===== config.mk =====
export PLATFORM = sky130hd
export DESIGN_NAME = pipeline_control
export DESIGN_NICKNAME = d
export VERILOG_FILES = /design/src/rtl/pipeline_control_pkg.sv /design/src/rtl/pipeline_control_forward_unit.sv /design/src/rtl/pipeline_control.sv
export SDC_FILE = /design/constraint.sdc
export NUM_CORES = 1
export LEC_CHECK = 0
export ABC_CLOCK_PERIOD_IN_PS = 3130
export CAP_MARGIN = 20
export CORE_ASPECT_RATIO = 1.2
export CORE_MARGIN = 1.5
export CORE_UTILIZATION = 45
export DETAILED_ROUTE_END_ITERATION = 10
export PLACE_DENSITY = 0.84
export SYNTH_ARGS = -nofsm -noshare
export SYNTH_HDL_FRONTEND = slang
export SYNTH_HIERARCHICAL = 1
export SYNTH_SLANG_ARGS = --single-unit

===== constraint.sdc =====
create_clock -name clk -period 3.13 [get_ports clk]
set_clock_uncertainty 0.05 [all_clocks]
set_input_delay 0.313 -clock clk [delete_from_list [all_inputs] [get_ports clk]]
set_output_delay 0.313 -clock clk [all_outputs]
set_load 0.005 [all_outputs]

===== src/rtl/pipeline_control_pkg.sv =====
// -----------------------------------------------------------------------------
// pipeline_control_pkg
// Shared encodings and control-bundle layout for the 5-stage RISC-V pipeline
// controller. The field widths here are the same ones the main decoder drives.
// -----------------------------------------------------------------------------
package pipeline_control_pkg;

  // Control-bundle field widths (shared with main_decoder)
  localparam int RESULTSRC_W = 2;
  localparam int ALUOP_W     = 2;
  localparam int FWD_W       = 2;

  // ResultSrc encodings
  localparam logic [RESULTSRC_W-1:0] RES_ALU = 2'b00;
  localparam logic [RESULTSRC_W-1:0] RES_MEM = 2'b01;
  localparam logic [RESULTSRC_W-1:0] RES_PC4 = 2'b11;

  // Forwarding select encodings
  localparam logic [FWD_W-1:0] FWD_RF  = 2'b00;
  localparam logic [FWD_W-1:0] FWD_WB  = 2'b01;
  localparam logic [FWD_W-1:0] FWD_MEM = 2'b10;

  // Control bundle carried from decode into execute
  typedef struct packed {
    logic                   reg_write;
    logic                   mem_write;
    logic                   alu_src;
    logic                   branch;
    logic                   jump;
    logic [RESULTSRC_W-1:0] result_src;
    logic [ALUOP_W-1:0]     alu_op;
  } ctrl_e_t;

  // All-zero bundle: no register write, no memory write, no redirect
  localparam ctrl_e_t CTRL_BUBBLE = '0;

endpackage


===== src/rtl/pipeline_control_forward_unit.sv =====
// -----------------------------------------------------------------------------
// forward_unit
// Combinational ALU operand forwarding selects for the execute stage.
// A producer in MEM wins over one in WB; x0 is never forwarded.
//
// Ports:
//   i_rs1_e, i_rs2_e   execute-stage source register addresses
//   i_rd_m, i_rd_w     destination addresses in MEM / WB
//   i_reg_write_m/_w   register write enables in MEM / WB
//   o_forward_a/_b     operand select: FWD_RF, FWD_WB or FWD_MEM
// -----------------------------------------------------------------------------
module forward_unit
  import pipeline_control_pkg::*;
#(
  parameter int REG_AW = 5
) (
  input  logic [REG_AW-1:0] i_rs1_e,
  input  logic [REG_AW-1:0] i_rs2_e,
  input  logic [REG_AW-1:0] i_rd_m,
  input  logic [REG_AW-1:0] i_rd_w,
  input  logic              i_reg_write_m,
  input  logic              i_reg_write_w,
  output logic [FWD_W-1:0]  o_forward_a,
  output logic [FWD_W-1:0]  o_forward_b
);

  logic w_m_valid;
  logic w_w_valid;

  // A stage is a usable forwarding source only if it writes a non-zero register
  assign w_m_valid = i_reg_write_m && (i_rd_m != '0);
  assign w_w_valid = i_reg_write_w && (i_rd_w != '0);

  always_comb begin
    o_forward_a = FWD_RF;
    if (w_m_valid && (i_rd_m == i_rs1_e)) begin
      o_forward_a = FWD_MEM;
    end else if (w_w_valid && (i_rd_w == i_rs1_e)) begin
      o_forward_a = FWD_WB;
    end
  end

  always_comb begin
    o_forward_b = FWD_RF;
    if (w_m_valid && (i_rd_m == i_rs2_e)) begin
      o_forward_b = FWD_MEM;
    end else if (w_w_valid && (i_rd_w == i_rs2_e)) begin
      o_forward_b = FWD_WB;
    end
  end

endmodule


===== src/rtl/pipeline_control.sv =====
// -----------------------------------------------------------------------------
// pipeline_control
// Central controller for the 5-stage RISC-V pipeline. Pipelines the decoded
// control bundle and register addresses through E/M/W, detects load-use
// hazards, generates stall/flush from the execute-stage branch/jump
// resolution, produces forwarding selects, and keeps saturating stall/flush
// event counters.
//
// Ports:
//   clk, reset                   core clock, synchronous active-high reset
//   *D                           decode-stage control bundle and reg fields
//   ZeroE                        ALU zero flag from execute
//   StallF/StallD                hold PC / IF-ID register
//   FlushD/FlushE                clear IF-ID / ID-EX register
//   PCSrcE                       take branch/jump target
//   ForwardAE/ForwardBE          ALU operand forwarding selects
//   *E, *M, *W                   pipelined control and register addresses
//   stall_cnt, flush_cnt         saturating performance counters
// -----------------------------------------------------------------------------
module pipeline_control
  import pipeline_control_pkg::*;
#(
  parameter int REG_AW = 5,
  parameter int CNT_W  = 16
) (
  input  logic                   clk,
  input  logic                   reset,
  // decode stage
  input  logic                   RegWriteD,
  input  logic                   MemWriteD,
  input  logic                   ALUSrcD,
  input  logic                   BranchD,
  input  logic                   JumpD,
  input  logic [RESULTSRC_W-1:0] ResultSrcD,
  input  logic [ALUOP_W-1:0]     ALUOpD,
  input  logic [REG_AW-1:0]      Rs1D,
  input  logic [REG_AW-1:0]      Rs2D,
  input  logic [REG_AW-1:0]      RdD,
  input  logic                   ZeroE,
  // hazard controls
  output logic                   StallF,
  output logic                   StallD,
  output logic                   FlushD,
  output logic                   FlushE,
  output logic                   PCSrcE,
  output logic [FWD_W-1:0]       ForwardAE,
  output logic [FWD_W-1:0]       ForwardBE,
  // execute stage
  output logic                   RegWriteE,
  output logic                   MemWriteE,
  output logic                   ALUSrcE,
  output logic                   BranchE,
  output logic                   JumpE,
  output logic [RESULTSRC_W-1:0] ResultSrcE,
  output logic [ALUOP_W-1:0]     ALUOpE,
  // memory stage
  output logic                   RegWriteM,
  output logic                   MemWriteM,
  output logic [RESULTSRC_W-1:0] ResultSrcM,
  // writeback stage
  output logic                   RegWriteW,
  output logic [RESULTSRC_W-1:0] ResultSrcW,
  // pipelined register addresses
  output logic [REG_AW-1:0]      Rs1E,
  output logic [REG_AW-1:0]      Rs2E,
  output logic [REG_AW-1:0]      RdE,
  output logic [REG_AW-1:0]      RdM,
  output logic [REG_AW-1:0]      RdW,
  // performance counters
  output logic [CNT_W-1:0]       stall_cnt,
  output logic [CNT_W-1:0]       flush_cnt
);

  localparam logic [CNT_W-1:0] CNT_MAX = {CNT_W{1'b1}};
  localparam logic [CNT_W-1:0] CNT_ONE = {{(CNT_W-1){1'b0}}, 1'b1};

  // execute-stage register
  ctrl_e_t                r_ctrl_e;
  logic [REG_AW-1:0]      r_rs1_e;
  logic [REG_AW-1:0]      r_rs2_e;
  logic [REG_AW-1:0]      r_rd_e;

  // memory-stage register
  logic                   r_reg_write_m;
  logic                   r_mem_write_m;
  logic [RESULTSRC_W-1:0] r_result_src_m;
  logic [REG_AW-1:0]      r_rd_m;

  // writeback-stage register
  logic                   r_reg_write_w;
  logic [RESULTSRC_W-1:0] r_result_src_w;
  logic [REG_AW-1:0]      r_rd_w;

  // counters
  logic [CNT_W-1:0]       r_stall_cnt;
  logic [CNT_W-1:0]       r_flush_cnt;

  ctrl_e_t                w_ctrl_d;
  logic                   w_pc_src;
  logic                   w_load_in_e;
  logic                   w_rd_e_match;
  logic                   w_lw_stall;
  logic                   w_flush_e;

  assign w_ctrl_d = '{
    reg_write:  RegWriteD,
    mem_write:  MemWriteD,
    alu_src:    ALUSrcD,
    branch:     BranchD,
    jump:       JumpD,
    result_src: ResultSrcD,
    alu_op:     ALUOpD
  };

  // ---------------------------------------------------------------------------
  // Hazard detection
  // ---------------------------------------------------------------------------
  assign w_pc_src     = (r_ctrl_e.branch & ZeroE) | r_ctrl_e.jump;
  assign w_load_in_e  = (r_ctrl_e.result_src == RES_MEM) && (r_rd_e != '0);
  assign w_rd_e_match = (r_rd_e == Rs1D) || (r_rd_e == Rs2D);
  // A redirect squashes the decode instruction, so it never needs to wait
  assign w_lw_stall   = w_load_in_e && w_rd_e_match && !w_pc_src;
  assign w_flush_e    = w_lw_stall | w_pc_src;

  assign StallF = w_lw_stall;
  assign StallD = w_lw_stall;
  assign FlushD = w_pc_src;
  assign FlushE = w_flush_e;
  assign PCSrcE = w_pc_src;

  // ---------------------------------------------------------------------------
  // Forwarding
  // ---------------------------------------------------------------------------
  forward_unit #(
    .REG_AW (REG_AW)
  ) u_forward_unit (
    .i_rs1_e       (r_rs1_e),
    .i_rs2_e       (r_rs2_e),
    .i_rd_m        (r_rd_m),
    .i_rd_w        (r_rd_w),
    .i_reg_write_m (r_reg_write_m),
    .i_reg_write_w (r_reg_write_w),
    .o_forward_a   (ForwardAE),
    .o_forward_b   (ForwardBE)
  );

  // ---------------------------------------------------------------------------
  // Pipeline registers. E never holds: a stall is turned into a bubble here
  // while the IF/ID registers are frozen upstream.
  // ---------------------------------------------------------------------------
  always_ff @(posedge clk) begin
    if (reset) begin
      r_ctrl_e <= CTRL_BUBBLE;
      r_rs1_e  <= '0;
      r_rs2_e  <= '0;
      r_rd_e   <= '0;
    end else if (w_flush_e) begin
      r_ctrl_e <= CTRL_BUBBLE;
      r_rs1_e  <= '0;
      r_rs2_e  <= '0;
      r_rd_e   <= '0;
    end else begin
      r_ctrl_e <= w_ctrl_d;
      r_rs1_e  <= Rs1D;
      r_rs2_e  <= Rs2D;
      r_rd_e   <= RdD;
    end
  end

  always_ff @(posedge clk) begin
    if (reset) begin
      r_reg_write_m  <= 1'b0;
      r_mem_write_m  <= 1'b0;
      r_result_src_m <= RES_ALU;
      r_rd_m         <= '0;
      r_reg_write_w  <= 1'b0;
      r_result_src_w <= RES_ALU;
      r_rd_w         <= '0;
    end else begin
      r_reg_write_m  <= r_ctrl_e.reg_write;
      r_mem_write_m  <= r_ctrl_e.mem_write;
      r_result_src_m <= r_ctrl_e.result_src;
      r_rd_m         <= r_rd_e;
      r_reg_write_w  <= r_reg_write_m;
      r_result_src_w <= r_result_src_m;
      r_rd_w         <= r_rd_m;
    end
  end

  // ---------------------------------------------------------------------------
  // Saturating event counters
  // ---------------------------------------------------------------------------
  always_ff @(posedge clk) begin
    if (reset) begin
      r_stall_cnt <= '0;
      r_flush_cnt <= '0;
    end else begin
      if (w_lw_stall && (r_stall_cnt != CNT_MAX)) begin
        r_stall_cnt <= r_stall_cnt + CNT_ONE;
      end
      if (w_pc_src && (r_flush_cnt != CNT_MAX)) begin
        r_flush_cnt <= r_flush_cnt + CNT_ONE;
      end
    end
  end

  // ---------------------------------------------------------------------------
  // Outputs
  // ---------------------------------------------------------------------------
  assign RegWriteE  = r_ctrl_e.reg_write;
  assign MemWriteE  = r_ctrl_e.mem_write;
  assign ALUSrcE    = r_ctrl_e.alu_src;
  assign BranchE    = r_ctrl_e.branch;
  assign JumpE      = r_ctrl_e.jump;
  assign ResultSrcE = r_ctrl_e.result_src;
  assign ALUOpE     = r_ctrl_e.alu_op;

  assign RegWriteM  = r_reg_write_m;
  assign MemWriteM  = r_mem_write_m;
  assign ResultSrcM = r_result_src_m;

  assign RegWriteW  = r_reg_write_w;
  assign ResultSrcW = r_result_src_w;

  assign Rs1E       = r_rs1_e;
  assign Rs2E       = r_rs2_e;
  assign RdE        = r_rd_e;
  assign RdM        = r_rd_m;
  assign RdW        = r_rd_w;

  assign stall_cnt  = r_stall_cnt;
  assign flush_cnt  = r_flush_cnt;

endmodule


==> results.md, run 1 <==
- Crit-path max FO: 8
- Final setup viols: 0
- Setup Buffers After CTS: 0
- Achievable frequency: 374.2 MHz
- CTS Buf Count: 9
- Worst skew pair latency: 0.34 ns
- Worst-path clk slew: 0.07 ns
- Post-synth EDFFs: 0
- Ant. Diodes: 0
- Pwr/cell area: 457.3 nW/um^2
- Comb power frac: 0.110
- Initial Util: 0.4655
- Core area: 6854 sq um
- Library cells used by synthesis: 45
- Layout cells sized above 1: 0.06346
- Top-area cell type share of the netlist area: 0.4580
- Drt first pass iters: 4
- Worst hold slack: 0.2673 ns
- Post-Syn Nets: 373
- Max Buffers Root-to-Sink: 2
- Cells along the critical path: clkdlybuf4s50_1 -> a21oi_4 -> inv_2 -> or3_1 -> o32a_1 -> nor2_1 -> clkdlybuf4s50_1
- Most numerous cell in the Yosys netlist: dfxtp_1
- Fin util: 0.6696
- Highest metal used: met4
- Peak supply drop: 0.2258 mV
- FF-to-FF setup slack: 0.86 ns
- Initial DRC Count: 83
- Nets: 481
- Leakage power: 1.546 nW
- Hold-fix buffers at CTS: 0
- Clock power frac: 0.418
- Post-synth ARST share: 0
- Post-DP HPWL: 5760 microns
- WL/cell: 14.51 microns
- Met2 wire len: 3995 microns
- Hold path depth: 3
- First-pass GRT wire length: 12340 microns
- Tot GR Track Use: 0.2090
- Pint: 0.001626 W
- Yosys top cell by area: dfxtp_1
- DR DRC count: 0
- Min Clock Period, post-route: 2.672 ns
- Worst Setup End Kind: output port
- Max_slew headroom: 0.6350
- Die Span Y: 95.24 microns
- Arr. time, crit path: 2.31 ns
- Crit start category: primary input
- Worst slack, placed: 0.4280 ns
- Vias in the first global route: 2644
- Seq/Total Area, Yosys: 0.4580
- Critical Path Max Stage Delay: 0.53 ns
- WL met3: 606 microns
- CTS tree: built
- Total of max-cap violations: 0
- CTS-repair resized insts: 0
- I/O pin count: 109
- Final worst-path cycle share: 0.8537
- I/O Buffers: 108
- CP most frequent cell: clkdlybuf4s50_1
- Met1 wire length: 3196 microns
- Synth Register Bits: 73
- Mapped Cells: 344
- Sink Count: 73
- Switching share of total power: 0.2251
- Primary FF master, synth: dfxtp_1
- CP max-delay cell: clkdlybuf4s50_1
- Vias: 2921
- Slew @ Worst Pin: 0.5475 ns
- Rows: 33
- Initial antenna violation count: 0
- Mean Syn Cell Area: 9.275 sq um
- Synth-to-Final Area Change: 43.84%
- H-tree levels: 3
- FF-to-FF path depth: 7
- DR vias/cell: 5.369
- Top cells by instance count after synthesis: dfxtp_1, xnor2_1, and2_1, nor2_1, nor2b_1
- CP Class: in -> out
- Dominant cells by area after synthesis: dfxtp_1, xnor2_1, and2_1
- Die Width: 79.87 microns
- CTS root buf: clkbuf_8
- CP Data Required Time: 2.77 ns
- Sw power: 0.0004724 W
- Final WS setup: 0.4579 ns
- Synth warnings: 6
- Largest net degree at the start of global routing: 55
- Pins Over Slew Limit: 0
- Unrepaired setup endpoints after global routing: no
- Setup TNS: 0 ns
- Final hold vios: 0
- Min-delay worst type: in -> reg
- Final WL: 7891 microns
- GRT Residual Overflow: 0
- Die area: 7606 sq um
- Seq pwr share: 0.472
- Status: complete, no violations
- Routability-driven placement congestion ratio: 0.8088
- Post-DRT Antenna Nets: 0
- Cell area after synthesis: 3191 sq um
## cell usage in the layout (no fill, tap or decap), drive strengths merged, types with 3 or more instances in the layout
cell type,netlist,final
dfxtp,73,73
nand4,9,9
nor2b,20,20
nor4b,4,4
nand2b,4,4
bufinv,0,3
a211oi,4,4
buf,4,4
or3,3,3
clkdlybuf4s50,0,107
nand2,13,13
o31ai,9,9
or4,14,14
clkbuf,11,10
nor3,4,4
a21oi,13,13
nand3,16,16
xnor2,32,32
and2,25,25
inv,6,6
nor4,11,11
nor3b,3,3
o21ai,9,9
nor2,25,25
or2,4,4
xor2,11,11
## metal layers
metal  vias to the layer above  global-route usage
li1                       1420                   -
met1                      1379              0.2392
met2                       114              0.3672
met3                         8             0.05263
met4                         0             0.09052
met5                         -                   0
## worst max-delay path, delay by kind of cell
kind | cells | cell delay [ns]
compound gates | 2 | 0.35
buf+inv | 3 | 1.09
simple gates | 2 | 0.56
## final timing paths
path | startpoint | endpoint
worst max-delay path | ZeroE | StallF
worst min-delay path | reset | RdE[0]$_SDFF_PP0_
worst max register to register | BranchE$_SDFF_PP0_ | stall_cnt[13]$_SDFFE_PP0P_
worst min register to register | RegWriteE$_SDFF_PP0_ | RegWriteM$_SDFF_PP0_
## cell families (layout without fill, tap and decap cells)
group,count (synthesis),count (layout),share of synthesized area
AOI/OAI and AO/OA,42,42,0.08981
xor gates and xnor gates,43,43,0.1180
adders and majority gates,2,2,0.007842
buffers and inverters,21,134,0.02745
DFF,73,73,0.4580
muxes,4,4,0.01333
and+or+nand+nor,159,159,0.2855
## power groups by stage
stage               Combinational [W]  Clock, W  Sequential, W
CTS                          0.000230  0.000894       0.000990
global route                 0.000248  0.000931       0.000994
floorplan                    0.000102         0        0.00101
global placement             0.000222         0        0.00101
finish                       0.000230  0.000878       0.000990
detailed placement           0.000227         0        0.00101
## state kept, by name (all words and copies together) (netlist names), 2 cells and up
signal	count
flush_cnt	16
ResultSrcM	2
ResultSrcE	2
Rs1E	5
Rs2E	5
ALUOpE	2
RdW	5
RdE	5
RdM	5
ResultSrcW	2
stall_cnt	16
## cell type report
class | count | area [sq um]
Fill cell | 576 | 2265
Multi-Input combinational cell | 250 | 1642
Timing Repair Buffer | 112 | 1112
Sequential cell | 73 | 1461
Tap cell | 87 | 108.9
Clock buffer | 9 | 123.9
Clock inverter | 7 | 118.9
Inverter | 6 | 22.52
## per-stage QoR
| stage | total power (W) | instance area [sq um] | std cells |
|---|---|---|---|
| floorplan | 0.001112 | 3191 | 344 |
| global placement | 0.001233 | 4333 | 527 |
| detailed placement | 0.001240 | 4333 | 527 |
| CTS | 0.002114 | 4576 | 543 |
| global route | 0.002173 | 4589 | 544 |
| finish | 0.002099 | 4589 | 544 |
(Power assumes the default switching activity.)
==> run 2, diff against run 1 <==
--- a/config.mk
+++ b/config.mk
@@ -12,6 +12,7 @@
 export CORE_UTILIZATION = 45
 export DETAILED_ROUTE_END_ITERATION = 10
 export PLACE_DENSITY = 0.84
+export SKIP_LAST_GASP = 1
 export SYNTH_ARGS = -nofsm -noshare
 export SYNTH_HDL_FRONTEND = slang
 export SYNTH_HIERARCHICAL = 1
==> results of run 2 <==
No change in the layout: final DEF, timing and power equal those of run 1.
==> run 3, diff against run 2 <==
--- a/config.mk
+++ b/config.mk
@@ -13,6 +13,7 @@
 export DETAILED_ROUTE_END_ITERATION = 10
 export PLACE_DENSITY = 0.84
 export SKIP_LAST_GASP = 1
+export SLEW_MARGIN = 20
 export SYNTH_ARGS = -nofsm -noshare
 export SYNTH_HDL_FRONTEND = slang
 export SYNTH_HIERARCHICAL = 1
==> run 3 against run 2 <==
Effect of this change: first-iteration DRC count grew 25%; flip-flop and latch count is the same; design area shrank 0.14%; clock power is essentially flat; total power is essentially flat; die area is the same; global-route usage is the same; setup slack lost 0.013 ns; critical path depth is the same; sequential power is essentially flat; register-to-register slack lost 0.04 ns; sequential share of layout area is essentially flat; critical path type unchanged; critical endpoint unchanged.
==> results.md, run 3 (synthesis gave the netlist of run 1 again) <==
- Cell family with most CP delay: buffers and inverters (unchanged)
- CP Class: in -> out (unchanged)
- Drt first pass iters: 5 (was 4)
- CTS root buf: clkbuf_8 (unchanged)
- Worst-path clk slew: 0.08 ns (was 0.07 ns)
- Rows: 33 (unchanged)
- WL met3: 527 microns (was 606 microns)
- Highest metal used: met4 (unchanged)
- I/O pin count: 109 (unchanged)
- Pins Over Slew Limit: 0 (unchanged)
- FF-to-FF path depth: 4 (was 7)
- Pwr/cell area: 458.0 nW/um^2 (was 457.3 nW/um^2)
- Peak supply drop: 0.2222 mV (was 0.2258 mV)
- Routability-driven placement congestion ratio: 0.8088 (unchanged)
- Vias in the first global route: 2644 (unchanged)
- Tot Pwr: 0.002099 W (about the same)
- Critical Path Max Stage Delay: 0.53 ns (about the same)
- Min Clock Period, post-route: 2.685 ns (was 2.672 ns)
- Worst skew pair latency: 0.34 ns (about the same)
- Unrepaired setup endpoints after global routing: no (unchanged)
- Setup TNS: 0 ns (unchanged)
- Setup Buffers After CTS: 0 (unchanged)
- Synth-to-Final Area Change: 43.65% (was 43.84%)
- Slew @ Worst Pin: 0.7293 ns (was 0.5475 ns)
- Crit-path max FO: 8 (unchanged)
- Most common cell after layout, fill and taps aside: clkdlybuf4s50_1 (unchanged)
- CTS tree: built (unchanged)
- Vias: 2908 (was 2921)
- CP max-delay cell: clkdlybuf4s50_1 (unchanged)
- Sink Count: 73 (unchanged)
- Total of max-cap violations: 0 (unchanged)
- Hold path depth: 3 (unchanged)
- Initial DRC Count: 104 (was 83)
- Final hold vios: 0 (unchanged)
- Max_slew headroom: 0.5123 (was 0.6350)
- CP most frequent cell: clkdlybuf4s50_1 (unchanged)
- GRT Residual Overflow: 0 (unchanged)
- CTS Buf Count: 9 (unchanged)
- Met1 wire length: 3255 microns (was 3196 microns)
- WL/cell: 14.49 microns (was 14.51 microns)
- CP Data Required Time: 2.77 ns (about the same)
- First-pass GRT wire length: 12340 microns (unchanged)
- Min-delay worst type: in -> reg (unchanged)
- Max Buffers Root-to-Sink: 2 (unchanged)
- Final setup viols: 0 (unchanged)
- Achievable frequency: 372.5 MHz (was 374.2 MHz)
- Crit start category: primary input (unchanged)
- Final WL: 7867 microns (was 7891 microns)
- Initial Util: 0.4655 (unchanged)
- Crit. path cell count: 7 (unchanged)
- Post-DP HPWL: 5760 microns (unchanged)
- Core area: 6854 sq um (unchanged)
- Tot GR Track Use: 0.2090 (unchanged)
- Worst Setup End Kind: output port (unchanged)
- Layout cells sized above 1: 0.06140 (was 0.06346)
- Largest net degree at the start of global routing: 55 (unchanged)
- Initial antenna violation count: 0 (unchanged)
- Met2 wire len: 3940 microns (was 3995 microns)
- Cells along the critical path: clkdlybuf4s50_1 -> a21oi_4 -> inv_2 -> or3_1 -> o32a_1 -> nor2_1 -> clkdlybuf4s50_1 (unchanged)
- Nets: 480 (was 481)
- Die Width: 79.87 microns (unchanged)
- CTS-repair resized insts: 0 (unchanged)
- DR DRC count: 0 (unchanged)
- Die area: 7606 sq um (unchanged)
- Die Span Y: 95.24 microns (unchanged)
- CP Buf/Inv Count: 3 (unchanged)
- Arr. time, crit path: 2.32 ns (was 2.31 ns)
- Final worst-path cycle share: 0.8577 (was 0.8537)
- Commonest cells after routing, fill and taps aside: clkdlybuf4s50_1, dfxtp_1, xnor2_1 (unchanged)
- Status: complete, no violations (unchanged)
- Ant. Diodes: 0 (unchanged)
- H-tree levels: 3 (unchanged)
- Leakage power: 1.540 nW (was 1.546 nW)
- Hold-fix buffers at CTS: 0 (unchanged)
- DR vias/cell: 5.355 (was 5.369)
- I/O Buffers: 108 (unchanged)
- Post-DRT Antenna Nets: 0 (unchanged)
## run 3: changes by cell type in the layout (fill, tap and decap cells not counted)
cell | previous run | this run
clkbuf_8 | 10 | 9
a211oi_4 | 0 | 1
a211oi_2 | 1 | 0
## run 3: routing by layer
| metal | GRT usage | vias up |
|---|---|---|
| met5 | 0 | - |
| met4 | 0.09052 | 0 |
| met3 | 0.05263 | 15 |
| met2 | 0.3672 | 100 |
| met1 | 0.2392 | 1378 |
| li1 | - | 1415 |
## run 3: stage by stage
step	area (sq um)	hold WS (ns)	setup slack [ns]	utilization	cells
after floorplan	3191	0.3847	0.8463	-	344
after global placement	4333	0.3971	0.4806	0.6322	527
after detailed placement	4333	0.4075	0.4280	0.6322	527
after CTS	4576	0.4089	0.4276	0.6676	543
after global routing	4583	0.3852	0.3521	0.6687	543
final	4583	0.3614	0.4452	0.6687	543
## run 3: path summary, 6_finish.rpt
| check | to | start | slack, ns |
|---|---|---|---|
| worst max-delay path | StallF | ZeroE | 0.45 |
| worst min-delay path | RegWriteE$_SDFF_PP0_ | reset | 0.36 |
| worst max register to register | JumpE$_SDFF_PP0_ | RdE[1]$_SDFF_PP0_ | 0.82 |
| worst min register to register | RegWriteM$_SDFF_PP0_ | RegWriteE$_SDFF_PP0_ | 0.42 |
## run 3: final cells by class
class	count	area (sq um)
flip-flops and latches	73	1461
well taps	87	108.9
multi-input cells	250	1649
clock buffers	9	123.9
fillers	581	2271
repair buffers	111	1099
inverters	6	22.52
clock inverters	7	118.9
## run 3: where the power goes
group	total [W]	leakage (nW)	internal [W]	switching [W]
registers	0.000990	0.595	0.000958	0.0000318
clock network	0.000879	0.115	0.000529	0.000350
logic	0.000230	0.829	0.000137	0.0000925
## run 3: worst min-delay path: cells and delay by family
kind | cells | cell delay, ns
buf+inv | 1 | 0.12
compound gates | 1 | 0.10
simple gates | 1 | 0.17
